$ cat src/rtl/branch_predictor.sv
// Direct-mapped branch target buffer with a 2-bit saturating direction counter
// per entry. Combinational lookup of the fetch PC and registered training from execute.
module branch_predictor #(
  parameter int PC_WIDTH = 32,
  parameter int ENTRIES  = 16
) (
  input  logic                clk,
  input  logic                rst,
  input  logic                lookup_valid,
  input  logic [PC_WIDTH-1:0] lookup_pc,
  output logic                predict_take_branch,
  output logic [PC_WIDTH-1:0] predict_target_pc_in,
  input  logic                upd_valid,
  input  logic [PC_WIDTH-1:0] upd_pc,
  input  logic                upd_taken,
  input  logic [PC_WIDTH-1:0] upd_target,
  output logic [31:0]         hit_count
);

  localparam int IDX_W = $clog2(ENTRIES);
  localparam int TAG_W = PC_WIDTH - IDX_W - 2;

  localparam logic [1:0] CTR_STRONG_NT = 2'b00;
  localparam logic [1:0] CTR_WEAK_NT   = 2'b01;
  localparam logic [1:0] CTR_WEAK_T    = 2'b10;
  localparam logic [1:0] CTR_STRONG_T  = 2'b11;

  typedef struct packed {
    logic                valid;
    logic [TAG_W-1:0]    tag;
    logic [PC_WIDTH-1:0] target;
    logic [1:0]          ctr;
  } entry_t;

  localparam entry_t ENTRY_RESET = '{
    valid:  1'b0,
    tag:    '0,
    target: '0,
    ctr:    CTR_WEAK_NT
  };

  entry_t btb_q [ENTRIES];

  // Address decode; the two byte-offset bits never participate.
  logic [IDX_W-1:0] lookup_idx, upd_idx;
  logic [TAG_W-1:0] lookup_tag, upd_tag;
  logic             unused_offset_bits;

  assign lookup_idx         = lookup_pc[IDX_W+1:2];
  assign lookup_tag         = lookup_pc[PC_WIDTH-1:IDX_W+2];
  assign upd_idx            = upd_pc[IDX_W+1:2];
  assign upd_tag            = upd_pc[PC_WIDTH-1:IDX_W+2];
  assign unused_offset_bits = ^{lookup_pc[1:0], upd_pc[1:0]};

  // Lookup path. Reset masks the outputs so fetch never redirects while the
  // array is still being cleared.
  entry_t lookup_entry;
  logic   hit;

  assign lookup_entry = btb_q[lookup_idx];
  assign hit = lookup_valid && !rst && lookup_entry.valid &&
               (lookup_entry.tag == lookup_tag);

  assign predict_take_branch  = hit && lookup_entry.ctr[1];
  assign predict_target_pc_in = rst ? '0 : lookup_entry.target;

  // Training path: next value of the entry selected by the resolved branch.
  entry_t upd_entry;
  entry_t upd_entry_next;
  logic   upd_hit;
  logic   upd_write;

  assign upd_entry = btb_q[upd_idx];
  assign upd_hit   = upd_entry.valid && (upd_entry.tag == upd_tag);

  always_comb begin
    // NOTE: every always_comb output gets a default first so no path leaves it
    // unassigned; otherwise synthesis infers a latch.
    upd_entry_next = upd_entry;
    upd_write      = 1'b0;
    if (upd_valid) begin
      if (upd_hit) begin
        upd_write = 1'b1;
        if (upd_taken) begin
          upd_entry_next.target = upd_target;
          if (upd_entry.ctr != CTR_STRONG_T)
            upd_entry_next.ctr = upd_entry.ctr + 2'd1;
        end else if (upd_entry.ctr != CTR_STRONG_NT) begin
          upd_entry_next.ctr = upd_entry.ctr - 2'd1;
        end
      end else if (upd_taken) begin
        // Allocate or replace the aliased entry; not-taken misses never allocate.
        upd_write      = 1'b1;
        upd_entry_next = '{
          valid:  1'b1,
          tag:    upd_tag,
          target: upd_target,
          ctr:    CTR_WEAK_T
        };
      end
    end
  end

  // NOTE: the BTB array is explicitly reset (not left as uninitialised RAM)
  // because every entry must come up invalid with a weak-not-taken counter.
  // NOTE: sequential state uses non-blocking assignments so all registers
  // sample pre-edge values; this is also what gives lookups no update bypass.
  always_ff @(posedge clk) begin
    if (rst) begin
      for (int i = 0; i < ENTRIES; i++) btb_q[i] <= ENTRY_RESET;
      hit_count <= '0;
    end else begin
      if (upd_write) btb_q[upd_idx] <= upd_entry_next;
      if (hit) hit_count <= hit_count + 32'd1;
    end
  end

endmodule

$ cat config.mk
export PLATFORM = sky130hd
export DESIGN_NAME = branch_predictor
export DESIGN_NICKNAME = d
export VERILOG_FILES = /design/src/rtl/branch_predictor.sv
export SDC_FILE = /design/constraint.sdc
export NUM_CORES = 2
export LEC_CHECK = 0
export ABC_AREA = 1
export BUFFER_PORTS_ARGS = -buffer_cell sky130_fd_sc_hd__buf_2
export CORE_ASPECT_RATIO = 1.5
export CORE_UTILIZATION = 48
export DETAILED_ROUTE_END_ITERATION = 10
export PLACE_DENSITY = 0.6
export SETUP_SLACK_MARGIN = 0.3
export SLEW_MARGIN = 30
export SYNTH_ARGS = -nofsm -noshare
export SYNTH_HDL_FRONTEND = slang
export SYNTH_SLANG_ARGS = --single-unit
$ cat constraint.sdc
create_clock -name clk -period 13.2 [get_ports clk]
set_input_delay 1.32 -clock clk [delete_from_list [all_inputs] [get_ports clk]]
set_output_delay 1.32 -clock clk [all_outputs]
set_load 0.005 [all_outputs]
==> metrics.yaml <==
outcome: "completed"
cts_hold_buf: 0
fin_hold_ws_ns: 0.504
fp.dieArea_um2: 116000
worstPathCellList: "buf_8, buf_12, buf_6, nor2_1, nor2_1, o21ai_0, o211ai_1, nand3_1, nand3_1, nand4_1, nor2_1, nand3_1, nor4_1, buf_2"
critPathMaxFanout: 198
cts_setup_buffers: 0
p_per_area_nw_per_um2: 129
p_leak_nw: 23.6
intPower_w: 0.00561
antenna_found_initial: 2
drt-vias-per-instance: 6.45
first_pass_iters: 6
sequentialPowerShare_pct: 47.2
p_comb_share_pct: 13.2
async_flop_share_pct: 0
pin_count: 166
layout_commonest_cell: "nor2_1"
cp_slowest_stage_delay_ns: 0.84
grt_usage_pct: 37.9
grt_pass1_vias: 48700
finalCritPeriodShare_pct: 58.2
gp_congestion: 0.967
critical-path-top-delay-family: "simple AND/OR/NAND/NOR gates"
synth_cells: 6564
clock_latency_ns: 0.74
synth-seq-cells: 1008
cp.arrival_ns: 6.36
criticalPathCategory: "input pin to output port"
period_needed_ns: 7.68
grt_overflow_total: 0
clkPwrFrac_pct: 39.6
drc: 0
drtIter0Drc: 6734
power.switching_w: 0.00217
hold_viol: 0
wl_per_cell_um: 28.2
hold_path.startpoint: "hit_count[29]$_SDFFE_PP0P_"
tightest_slew_ns: 1.19
via_count: 51100
initial_core_util_pct: 48.5
mostFrequentLayoutCells: "nor2_1, nand2_1, edfxtp_1, o21ai_0, a22oi_1"
root_buffer: "clkbuf_16"
grt_pass1_wl_um: 318000
synth_cell_types: 37
tns_ns: 0
syn_nets: 6666
slowest_stage: "nor4_1"
dp_hpwl_um: 119000
synth_seq_area_share_pct: 54.6
fp.dieH_um: 416
cts_resized: 0
cts_buffers: 104
chipWidth_um: 278
sw_frac_of_total_pct: 27.9
required_ns: 11.88
grt_max_degree: 199
core.rowCount: 151
path_buf_inv: 4
startpoint: "lookup_pc[2]"
fillers: 10300
ir_worst_vdd_mv: 0.124
cts_tree: "yes"
clock_skew_ns: 0.0304
synth_flop_cell: "edfxtp_1"
maxCapViolCount: 0
fmax_mhz: 130
clock-sinks: 1008
synth_edf_count: 976
worstSetupStartpointType: "input pin"
routed_wl_um: 224000
holdCritPathClass: "register to register"
final_max_slew_viol_count: 0
path_clk_slew_ns: 0.06
syn_area_um2: 54800
core_um2: 113000
finalSetupViolCount: 0
critPathCaptureType: "output port"
clock_path_buffers: 3
portBuffers: 161
rsz0062_at_grt: "false"
post_route_cells_drive_above_1_share_pct: 7.94
htree_levels: 3
rr_startpoint: "btb_q[5][59]$_SDFFCE_PN0P_"
multiInputGateArea_um2: 22300
area_delta_synth_final_pct: 9.63
seqCellArea_um2: 29900
max_slew_margin_pct: 21.0
syn_avg_cell_area_um2: 8.35
finalNetCount: 6501
yosys_warnings: 0
antenna_violating_nets_post_route: 0
-- path summary, 6_finish.rpt --
kind | slack [ns] | cells after the start | end
setup reg to reg | 7.45 | 19 | btb_q[1][22]$_SDFFCE_PN0P_
setup / recovery | 5.52 | 14 | predict_take_branch
hold / removal | 0.50 | 2 | hit_count[29]$_SDFFE_PP0P_
hold reg to reg | 0.50 | 2 | hit_count[29]$_SDFFE_PP0P_
-- sequential cells by signal, summed over array words and instances, names as in the netlist --
| name | flops |
|---|---|
| hit_count | 32 |
| btb_q | 976 |
-- cells in the mapped netlist, drive strengths merged (39+ instances only) --
cell	instances	area, um2
a21oi	225	1130
a22oi	252	1890
buf	203	960
clkbuf	330	1240
edfxtp	976	29300
inv	230	863
nand2	1506	5660
nand3	228	1140
nor2	1624	6110
o211ai	143	1070
o21ai	543	2790
o221ai	89	780
o22ai	39	244
-- power by group through the flow --
| stage | clock (W) | sequential, W | combinational (W) |
|---|---|---|---|
| floorplan | 0 | 0.00373 | 0.000606 |
| global placement | 0 | 0.00373 | 0.000977 |
| detailed placement | 0 | 0.00374 | 0.000994 |
| CTS | 0.00307 | 0.00367 | 0.000997 |
| global route | 0.00318 | 0.00368 | 0.00109 |
| finish | 0.00308 | 0.00367 | 0.00103 |
-- through the flow --
step	cell area (um2)	worst slack [ns]	total power [W]	utilization, %	std cells
final	60100	5.52	0.00778	53.1	7932
after global routing	60100	5.55	0.00795	53.1	7930
after CTS	60100	5.55	0.00774	53.1	7929
after detailed placement	56600	5.26	0.00473	50.0	7745
after global placement	56400	4.66	0.00471	49.8	7743
after floorplan	54800	7.91	0.00434	-	6564
-- tightest hold or removal path, stage by stage, from the launching register on --
cell	delay, ns
dfxtp_1	0.34
nand2_1	0.07
a21oi_1	0.05
-- metal layers --
metal	part of all wire, %	GRT usage (%)
met5	0.0049	0
met4	7.2	24.8
met3	11	6.23
met2	47	62.3
met1	35	46.1
-- cell type report --
class	instances	area share [%]
flip-flops and latches	1008	49.8
multi-input cells	4789	37.0
clock buffers	120	4.50
well taps	1453	3.02
repair buffers	262	2.89
inverters	234	1.52
clock inverters	64	1.21
diodes	2	0.00833
-- kinds of logic (layout without fill, tap and decap cells) --
| group | count (synthesis) | in the layout | synth area share [%] |
|---|---|---|---|
| fa+ha+maj | 1 | 1 | 0.0228 |
| buf+inv | 767 | 680 | 5.61 |
| simple gates | 3441 | 3441 | 24.4 |
| compound gates | 1331 | 1331 | 15.1 |
| flops | 1008 | 1008 | 54.6 |
| other cells | 0 | 2 | 0 |
| xor+xnor | 16 | 16 | 0.256 |
(Power assumes the default switching activity.)
